## config.mk

```make
export PLATFORM = sky130hd
export DESIGN_NAME = btb_update_ctrl_flat
export DESIGN_NICKNAME = d
export VERILOG_FILES = /design/src/rtl/btb_update_ctrl_if.sv /design/src/rtl/btb_update_ctrl.sv /design/src/flat_wrapper.sv
export SDC_FILE = /design/constraint.sdc
export NUM_CORES = 1
export LEC_CHECK = 0
export CAP_MARGIN = 20
export CORE_MARGIN = 2
export CORE_UTILIZATION = 40
export CTS_CLUSTER_SIZE = 8
export DETAILED_ROUTE_END_ITERATION = 6
export PLACE_DENSITY = 0.7
export SLEW_MARGIN = 20
export SYNTH_ARGS = -nofsm -noshare
export SYNTH_HDL_FRONTEND = slang
export SYNTH_SLANG_ARGS = --single-unit
```

## constraint.sdc

```tcl
create_clock -name clk_i -period 6.7 [get_ports clk_i]
set_input_delay 1.34 -clock clk_i [delete_from_list [all_inputs] [get_ports clk_i]]
set_output_delay 1.34 -clock clk_i [all_outputs]
set_load 0.02 [all_outputs]
```

## src/rtl/btb_update_ctrl_if.sv

```systemverilog
// Branch-resolve update channel from EX into the BTB update controller.
// EX holds upd_* stable while upd_stall is high.
interface btb_update_ctrl_if;
  logic        upd_req;
  logic [31:0] upd_pc;
  logic        upd_taken;
  logic [31:0] upd_target;
  logic        upd_stall;

  modport master (
    output upd_req, upd_pc, upd_taken, upd_target,
    input  upd_stall
  );

  modport slave (
    input  upd_req, upd_pc, upd_taken, upd_target,
    output upd_stall
  );
endinterface

```

## src/rtl/btb_update_ctrl.sv

```systemverilog
// BTB write-port owner: drains queued EX branch updates one per cycle and runs a
// full-table invalidate sweep on flush, blocking IF lookups while it runs.
module btb_update_ctrl #(
  parameter int unsigned BTB_INDEX_LEN = 12,
  parameter int unsigned QDEPTH        = 4
) (
  input  logic                         clk_i,
  input  logic                         rst_ni,
  btb_update_ctrl_if.slave             upd_if,
  input  logic                         flush_req_i,
  output logic                         flush_busy_o,
  output logic                         flush_done_o,
  output logic                         lookup_block_o,
  output logic                         btb_wr_en_o,
  output logic [BTB_INDEX_LEN-1:0]     btb_wr_index_o,
  output logic                         btb_wr_valid_o,
  output logic [31-BTB_INDEX_LEN:0]    btb_wr_tag_o,
  output logic [31:0]                  btb_wr_target_o,
  output logic [$clog2(QDEPTH+1)-1:0]  q_count_o
);

  localparam int unsigned PtrW = $clog2(QDEPTH);
  localparam int unsigned CntW = $clog2(QDEPTH+1);

  typedef enum logic [1:0] {StIdle, StSweep, StDone} state_e;

  state_e                   state_q;
  logic [BTB_INDEX_LEN-1:0] sweep_cnt_q;
  logic [PtrW-1:0]          wptr_q, rptr_q;
  logic [CntW-1:0]          count_q;
  logic [31:0]              pc_q     [QDEPTH];
  logic                     taken_q  [QDEPTH];
  logic [31:0]              target_q [QDEPTH];

  logic full, empty, push, pop;
  logic [31:0] head_pc;

  assign full    = (count_q == CntW'(QDEPTH));
  assign empty   = (count_q == '0);
  // Stall comes from the registered count only, so a same-cycle pop never frees a slot.
  assign push    = upd_if.upd_req & ~full;
  assign pop     = (state_q == StIdle) & ~empty;
  assign head_pc = pc_q[rptr_q];

  assign upd_if.upd_stall = full;
  assign q_count_o        = count_q;

  always_ff @(posedge clk_i or negedge rst_ni) begin
    if (!rst_ni) begin
      state_q     <= StIdle;
      sweep_cnt_q <= '0;
      wptr_q      <= '0;
      rptr_q      <= '0;
      count_q     <= '0;
      for (int i = 0; i < int'(QDEPTH); i++) begin
        pc_q[i]     <= '0;
        taken_q[i]  <= 1'b0;
        target_q[i] <= '0;
      end
    end else begin
      if (push) begin
        pc_q[wptr_q]     <= upd_if.upd_pc;
        taken_q[wptr_q]  <= upd_if.upd_taken;
        target_q[wptr_q] <= upd_if.upd_target;
      end
      unique case (state_q)
        StIdle: begin
          if (flush_req_i) begin
            // Queued and same-edge updates predate the flush and are dropped.
            state_q     <= StSweep;
            sweep_cnt_q <= '0;
            wptr_q      <= '0;
            rptr_q      <= '0;
            count_q     <= '0;
          end else begin
            wptr_q  <= wptr_q + PtrW'(push);
            rptr_q  <= rptr_q + PtrW'(pop);
            count_q <= count_q + CntW'(push) - CntW'(pop);
          end
        end
        StSweep: begin
          wptr_q  <= wptr_q + PtrW'(push);
          count_q <= count_q + CntW'(push);
          if (flush_req_i) begin
            sweep_cnt_q <= '0;
          end else begin
            sweep_cnt_q <= sweep_cnt_q + 1'b1;
            if (sweep_cnt_q == '1) state_q <= StDone;
          end
        end
        StDone: begin
          wptr_q      <= wptr_q + PtrW'(push);
          count_q     <= count_q + CntW'(push);
          sweep_cnt_q <= '0;
          state_q     <= flush_req_i ? StSweep : StIdle;
        end
        default: state_q <= StIdle;
      endcase
    end
  end

  always_comb begin
    flush_busy_o    = 1'b0;
    flush_done_o    = 1'b0;
    lookup_block_o  = 1'b0;
    btb_wr_en_o     = 1'b0;
    btb_wr_index_o  = '0;
    btb_wr_valid_o  = 1'b0;
    btb_wr_tag_o    = '0;
    btb_wr_target_o = '0;
    unique case (state_q)
      StIdle: begin
        if (!empty) begin
          btb_wr_en_o     = 1'b1;
          btb_wr_index_o  = head_pc[BTB_INDEX_LEN-1:0];
          btb_wr_valid_o  = taken_q[rptr_q];
          btb_wr_tag_o    = head_pc[31:BTB_INDEX_LEN];
          btb_wr_target_o = target_q[rptr_q];
        end
      end
      StSweep: begin
        flush_busy_o   = 1'b1;
        lookup_block_o = 1'b1;
        btb_wr_en_o    = 1'b1;
        btb_wr_index_o = sweep_cnt_q;
      end
      StDone: begin
        flush_busy_o = 1'b1;
        flush_done_o = 1'b1;
      end
      default: ;
    endcase
  end

endmodule

```

## src/flat_wrapper.sv

```systemverilog
// flat-port wrapper written by rule: the top's interface ports become plain ports
module btb_update_ctrl_flat 
#(
  parameter int unsigned BTB_INDEX_LEN = 12,
  parameter int unsigned QDEPTH        = 4
)
  (clk_i, rst_ni, flush_req_i, flush_busy_o, flush_done_o, lookup_block_o, btb_wr_en_o, btb_wr_index_o, btb_wr_valid_o, btb_wr_tag_o, btb_wr_target_o, q_count_o, upd_if_upd_req, upd_if_upd_pc, upd_if_upd_taken, upd_if_upd_target, upd_if_upd_stall);
  btb_update_ctrl_if upd_if_i ();
  input  logic clk_i;
  input  logic rst_ni;
  input  logic flush_req_i;
  output logic flush_busy_o;
  output logic flush_done_o;
  output logic lookup_block_o;
  output logic btb_wr_en_o;
  output logic [BTB_INDEX_LEN-1:0] btb_wr_index_o;
  output logic btb_wr_valid_o;
  output logic [31-BTB_INDEX_LEN:0] btb_wr_tag_o;
  output logic [31:0] btb_wr_target_o;
  output logic [$clog2(QDEPTH+1)-1:0] q_count_o;
  input wire logic [$bits(upd_if_i.upd_req)-1:0] upd_if_upd_req;
  input wire logic [$bits(upd_if_i.upd_pc)-1:0] upd_if_upd_pc;
  input wire logic [$bits(upd_if_i.upd_taken)-1:0] upd_if_upd_taken;
  input wire logic [$bits(upd_if_i.upd_target)-1:0] upd_if_upd_target;
  output wire logic [$bits(upd_if_i.upd_stall)-1:0] upd_if_upd_stall;
  assign upd_if_i.upd_req = upd_if_upd_req;
  assign upd_if_i.upd_pc = upd_if_upd_pc;
  assign upd_if_i.upd_taken = upd_if_upd_taken;
  assign upd_if_i.upd_target = upd_if_upd_target;
  assign upd_if_upd_stall = upd_if_i.upd_stall;
  btb_update_ctrl #(.BTB_INDEX_LEN(BTB_INDEX_LEN), .QDEPTH(QDEPTH)) u_core (.clk_i(clk_i), .rst_ni(rst_ni), .upd_if(upd_if_i), .flush_req_i(flush_req_i), .flush_busy_o(flush_busy_o), .flush_done_o(flush_done_o), .lookup_block_o(lookup_block_o), .btb_wr_en_o(btb_wr_en_o), .btb_wr_index_o(btb_wr_index_o), .btb_wr_valid_o(btb_wr_valid_o), .btb_wr_tag_o(btb_wr_tag_o), .btb_wr_target_o(btb_wr_target_o), .q_count_o(q_count_o));
endmodule
```

==> results of run 1 <==
## layer usage
metal	track usage, %	part of all wire [%]	vias to the layer above
li1	-	-	3408
met1	22.81	44	4034
met4	4.352	1.9	2
met3	3.487	4.6	51
met2	28.03	49	167
met5	0	0.025	-
## area by class of cell
type                            count  share of cell area, %
Sequential cell                   281                  44.65
Multi-Input combinational cell    504                  35.47
Timing Repair Buffer              152                  9.591
Clock buffer                       44                  6.645
Tap cell                          402                  3.192
Inverter                           11                 0.2620
Clock inverter                      1                 0.1906
## per-stage QoR
step                cells  hold WS, ns  utilization [%]  instance area (sq um)
finish               1395       0.4804            49.81                  15760
global route         1395       0.5008            49.81                  15760
CTS                  1395       0.4869            49.81                  15760
detailed placement   1350       0.4757            46.41                  14680
global placement     1350       0.4682            46.41                  14680
floorplan             851       0.4533                -                  12900
## final timing paths
check	from	slack [ns]	end
setup / recovery	u_core.rptr_q[0]	2.31	btb_wr_tag_o[15]
hold / removal	u_core.pc_q[108]	0.48	u_core.pc_q[108]
setup reg to reg	u_core.q_count_o[2]	3.84	u_core.pc_q[117]
hold reg to reg	u_core.pc_q[108]	0.48	u_core.pc_q[108]
max in group asynchronous	rst_ni	4.44	u_core.target_q[3]
min in group asynchronous	rst_ni	0.88	u_core.pc_q[60]
## report_power, final
part           total (uW)  internal, uW  switching, uW
combinational        3390          1940           1440
sequential           2930          2520            412
clock                1800          1120            682
total                8120          5580           2540
## cell usage after synthesis, types with 2 or more instances
cell	instances	area share, %
nand3b_1	4	0.23
xnor2_1	2	0.14
nand2b_1	3	0.15
and2_1	53	2.6
clkbuf_1	19	0.55
a21oi_1	7	0.27
o21ai_0	18	0.70
nor2_1	9	0.26
or4_1	4	0.23
nand2_1	18	0.52
buf_1	3	0.087
inv_1	11	0.32
mux4_2	65	11
a22o_1	11	0.75
o31ai_1	3	0.17
buf_4	5	0.29
or2_2	2	0.097
ha_1	11	1.1
or3_1	2	0.097
a211oi_1	2	0.12
dfrtp_1	281	55
mux2_2	250	22
nand3_1	7	0.27
buf_2	28	1.1
mux2_1	11	0.96
nor3_1	3	0.12
## flip-flops by register name (all words and copies together) (netlist names)
| name | count |
|---|---|
| u_core.rptr_q | 2 |
| u_core.q_count_o | 3 |
| u_core.pc_q | 128 |
| u_core.wptr_q | 2 |
| u_core.taken_q | 4 |
| u_core.state_q | 2 |
| u_core.target_q | 128 |
| u_core.sweep_cnt_q | 12 |
## logic make-up after synthesis
group,after synthesis,share of synthesized area [%]
adder cells (fa/ha/maj),11,1.067
AND/OR/NAND/NOR,114,5.162
AO/OA/AOI/OAI,50,2.552
XOR/XNOR,2,0.1359
flip-flops,281,54.53
buffers and inverters,66,2.338
multiplexers,327,34.22
## worst max-delay path, stage by stage (launching register included)
cell	delay, ns
dfrtp_4	0.65
buf_4	0.54
mux4_2	0.61
and2_1	0.18
clkdlybuf4s50_1	0.53
==> impl_metrics.csv, run 1 <==
group,metric,value,unit
sta,slew_violations,0,
logic_synthesis,synth_seq_area_share,54.53,%
sta,tightestPinTransition,1.096,ns
sta,period_share,65.50,%
routing,ant_nets,0,
logic_synthesis,synth_edf_count,0,
clock_tree,cts_setup_buffers,0,
layout,layout-drive-gt1-share,38.17,%
global_routing,antenna_found_initial,1,
power_and_ir_drop,p_leak,0.006500,uW
sta,slew-limit-headroom,26.92,%
clock_tree,htreeDepth,2,
layout,nNetsFinal,1071,
global_routing,first_global_vias,8135,
logic_synthesis,mappedNetlistArea,12900,sq um
floorplan,rows,65,
placement,dp_hpwl,16060,microns
routing,drt_iter0_markers,305,
floorplan,io_pins,142,
clock_tree,cts.clk_slew.worst_paths,0.05,ns
clock_tree,cts_root_buf,"clkbuf_16",
worst_setup_path,crit_fanout,27,
worst_setup_path,critPathArrivalTime,3.05,ns
logic_synthesis,syn_nets,931,
logic_synthesis,synth-main-ff-cell,"dfrtp_1",
layout,n_antenna_cell,0,
logic_synthesis,async_reset_ff_share,100.0,%
sta,timing.fmax,0.2279,GHz
job,maxCapViolCount,0,
worst_setup_path,rr_worst_depth,5,
clock_tree,numCtsBuffers,41,
placement,gp_congestion,0.8233,
clock_tree,cts_tree,"yes",
worst_setup_path,crit_required,5.36,ns
clock_tree,insertion_delay,0.51,ns
floorplan,dieHeight,183.6,microns
sta,setup_violations,0,
hold_path,hold_path.class,"reg -> reg",
floorplan,die_x,183.6,microns
clock_tree,hold_buffers,0,
layout,final_cell_mix,"dfrtp_1 (279), mux2_2 (250), clkdlybuf4s50_1 (140)",
floorplan,core,31640,sq um
placement,portBuffers,141,
logic_synthesis,avgSynthCellArea,15.15,sq um
sta,fin_crit,4.389,ns
logic_synthesis,ys_warn_count,0,
layout,layout_commonest_cell,"dfrtp_1",
sta,rsz0062_at_grt,"false",
routing,first_pass_iters,4,
routing,drc,0,
floorplan,die_area,33690,sq um
sta,hold_violations,0,
worst_setup_path,start_kind,"flip-flop",
power_and_ir_drop,ir_worst_vdd,296.1,uV
worst_setup_path,crit_path_end_kind,"output port",
layout,area_growth,22.20,%
layout,multi_input_area,5589,sq um
routing,via_per_inst,5.492,
routing,wire_per_inst,19.81,microns
sta,tns,0,ns
power_and_ir_drop,p_total,8121,uW
hold_path,whs_path_depth,1,
clock_tree,cts.path.max_buffers,3,
clock_tree,cts_resized,0,
logic_synthesis,ys_seq_elements,281,
sta,worst_slack,2.311,ns
routing,vias,7662,
power_and_ir_drop,p_per_area,515.3,nW/um^2
global_routing,grt_first_pass_wirelength,44970,microns
placement,place_ws,2.672,ns
global_routing,grt_max_degree,114,
sta,finalClockSkew,0.008626,ns
global_routing,grt.total_usage,16.91,%
logic_synthesis,netlist_instances,851,
global_routing,grt-ovfl-total,0,
logic_synthesis,yosysUniqueCellTypes,45,
status,outcome,"completed",
floorplan,start_util,40.76,%
clock_tree,clock-sinks,281,
routing,routed_wl,27640,microns
layout,fillers,2704,
layout,seq_area,7037,sq um
worst_setup_path,crit_type,"reg -> out",
No activity file was read; power rests on OpenSTA's default activity.
==> run 2, diff against run 1 <==
--- a/config.mk
+++ b/config.mk
@@ -10,7 +10,7 @@
 export CORE_UTILIZATION = 40
 export CTS_CLUSTER_SIZE = 8
 export DETAILED_ROUTE_END_ITERATION = 6
-export PLACE_DENSITY = 0.7
+export PLACE_DENSITY = 0.72
 export SLEW_MARGIN = 20
 export SYNTH_ARGS = -nofsm -noshare
 export SYNTH_HDL_FRONTEND = slang
==> constraint.sdc (replaced) <==
create_clock -name clk_i -period 3.8 [get_ports clk_i]
set_input_delay 0.76 -clock clk_i [delete_from_list [all_inputs] [get_ports clk_i]]
set_output_delay 0.76 -clock clk_i [all_outputs]
set_load 0.02 [all_outputs]
==> run 2 against run 1 <==
  * Register-to-register slack got worse by 2.6 ns
  * Largest cell class unchanged
  * Critical path type unchanged
  * Worst setup slack got worse by 2.1 ns
  * Design area increased by 0.97%
  * Highest routed layer unchanged
  * Clock skew increased by 0.0029 ns
==> impl_metrics.csv, run 2 (synthesis gave the netlist of run 1 again) <==
group,metric,value,unit
sta,tns,0,ns
layout,final_cell_mix,"dfrtp_1 (279), mux2_2 (250), clkdlybuf4s50_1 (140)",
clock_tree,clock-sinks,281,
worst_setup_path,r2r_setup_slack,1.26,ns
hold_path,hold_path.class,"in -> async",
power_and_ir_drop,seqPwrFrac,35.9,%
routing,ant_nets,0,
routing,vias,7574,
routing,wire_per_inst,19.29,microns
power_and_ir_drop,p_leak,0.006570,uW
floorplan,die_area,33690,sq um
sta,timing.fmax,0.2804,GHz
global_routing,grt_max_degree,115,
clock_tree,insertion_delay,0.52,ns
sta,slew-limit-headroom,27.97,%
routing,drc,0,
layout,reg_top3,"u_core.pc_q x128, u_core.target_q x128, u_core.sweep_cnt_q x12",
sta,hold_violations,0,
sta,tightestPinTransition,1.080,ns
floorplan,dieHeight,183.6,microns
layout,seq_area,7037,sq um
routing,via_per_inst,5.398,
placement,gp_congestion,0.7914,
floorplan,rows,65,
job,maxCapViolCount,0,
global_routing,first_global_vias,8149,
clock_tree,cts.clk_slew.worst_paths,0.05,ns
worst_setup_path,crit_fanout,64,
sta,finalClockSkew,0.01155,ns
power_and_ir_drop,clkPwrFrac,21.9,%
layout,nNetsFinal,1077,
placement,place_ws,0.6530,ns
clock_tree,cts_tree,"yes",
clock_tree,numCtsBuffers,41,
sta,slew_violations,0,
global_routing,grt-ovfl-total,0,
floorplan,io_pins,142,
worst_setup_path,cp_slowest_stage_delay,0.62,ns
worst_setup_path,crit_path_end_kind,"output port",
worst_setup_path,rr_startpoint,"u_core.state_q[0]",
sta,worst_slack,0.2338,ns
floorplan,core,31640,sq um
floorplan,die_x,183.6,microns
routing,drt_iter0_markers,336,
floorplan,start_util,40.76,%
sta,setup_violations,0,
clock_tree,cts_resized,0,
clock_tree,cts_setup_buffers,0,
status,outcome,"completed",
layout,multi_input_area,5582,sq um
power_and_ir_drop,p_sw_share,31.30,%
power_and_ir_drop,p_per_area,902.5,nW/um^2
worst_setup_path,crit_type,"reg -> out",
global_routing,grt.total_usage,16.44,%
clock_tree,cts_root_buf,"clkbuf_16",
layout,area_growth,23.38,%
power_and_ir_drop,power_switching,4495,uW
power_and_ir_drop,ir_worst_vdd,547.9,uV
worst_setup_path,critPathSlowestCell,"clkdlybuf4s50_1",
routing,routed_wl,27070,microns
worst_setup_path,crit_chain,"inv_1 -> ha_1 -> o31a_2 -> buf_12 -> and2_1 -> clkdlybuf4s50_1",
placement,portBuffers,141,
sta,period_share,93.85,%
power_and_ir_drop,internal_power,9865,uW
sta,rsz0062_at_grt,"false",
routing,first_pass_iters,4,
global_routing,grt_first_pass_wirelength,44300,microns
global_routing,antenna_found_initial,1,
placement,dp_hpwl,16550,microns
clock_tree,htreeDepth,2,
clock_tree,cts.path.max_buffers,3,
worst_setup_path,critPathArrivalTime,2.81,ns
worst_setup_path,crit_required,3.04,ns
layout,layout_commonest_cell,"dfrtp_1",
layout,fillers,2684,
worst_setup_path,start_kind,"flip-flop",
worst_setup_path,r2r_end,"u_core.q_count_o[2]",
clock_tree,hold_buffers,0,
power_and_ir_drop,power_frac_comb,42.3,%
sta,fin_crit,3.566,ns
layout,n_antenna_cell,0,
worst_setup_path,rr_worst_depth,9,
layout,layout-drive-gt1-share,38.66,%
[run 2: final cells by class]
| type | instances | share of cell area [%] |
|---|---|---|
| flip-flops and latches | 281 | 44.22 |
| multi-input cells | 504 | 35.08 |
| repair buffers | 158 | 10.49 |
| clock buffers | 43 | 6.495 |
| well taps | 402 | 3.161 |
| clock inverters | 4 | 0.2909 |
| inverters | 11 | 0.2595 |
[run 2: how the worst max path moves through the flow]
stage | end | slack [ns] | from
4_1_cts | btb_wr_target_o[24] | 0.20 | u_core.state_q[0]
5_1_grt | btb_wr_index_o[5] | 0.07 | u_core.state_q[0]
6_report | btb_wr_target_o[24] | 0.23 | u_core.state_q[0]
3_3_place_gp | u_core.q_count_o[2] | 0.74 | upd_if_upd_req
2_1_floorplan | u_core.q_count_o[2] | 1.30 | u_core.q_count_o[2]
3_5_place_dp | u_core.q_count_o[2] | 0.65 | upd_if_upd_req
[run 2: power by group through the flow]
stage	registers (uW)	clock network [uW]	logic, uW
2_1_floorplan	4930	0	4250
3_3_place_gp	5110	0	6040
3_5_place_dp	5190	0	6160
4_1_cts	5150	3230	6180
5_1_grt	5330	3370	6540
6_report	5150	3140	6070
[run 2: critical path, delay by kind of cell, from the launching register on]
kind / cells / cell delay [ns]
compound gates: 1 / 0.29
fa+ha+maj: 1 / 0.31
buf+inv: 3 / 1.05
flops: 1 / 0.40
simple gates: 1 / 0.22
[run 2: routing by layer]
metal | GRT usage (%) | part of all wire (%) | routed length [microns] | vias up
met1 | 22.25 | 45 | 12230 | 3936
li1 | - | - | - | 3432
met2 | 27.32 | 49 | 13240 | 169
met3 | 3.011 | 4.4 | 1180 | 35
met5 | 0 | 0.033 | 9 | -
met4 | 4.512 | 1.5 | 410 | 2
[run 2: metrics by stage]
| step | area, sq um | util (%) | instances | power [uW] | hold slack, ns |
|---|---|---|---|---|---|
| 2_1_floorplan | 12900 | - | 851 | 9178 | 0.4533 |
| 3_3_place_gp | 14830 | 46.88 | 1356 | 11150 | 0.4639 |
| 3_5_place_dp | 14830 | 46.88 | 1356 | 11340 | 0.4696 |
| 4_1_cts | 15910 | 50.29 | 1403 | 14560 | 0.3615 |
| 5_1_grt | 15910 | 50.29 | 1403 | 15250 | 0.3904 |
| 6_report | 15910 | 50.29 | 1403 | 14360 | 0.3168 |
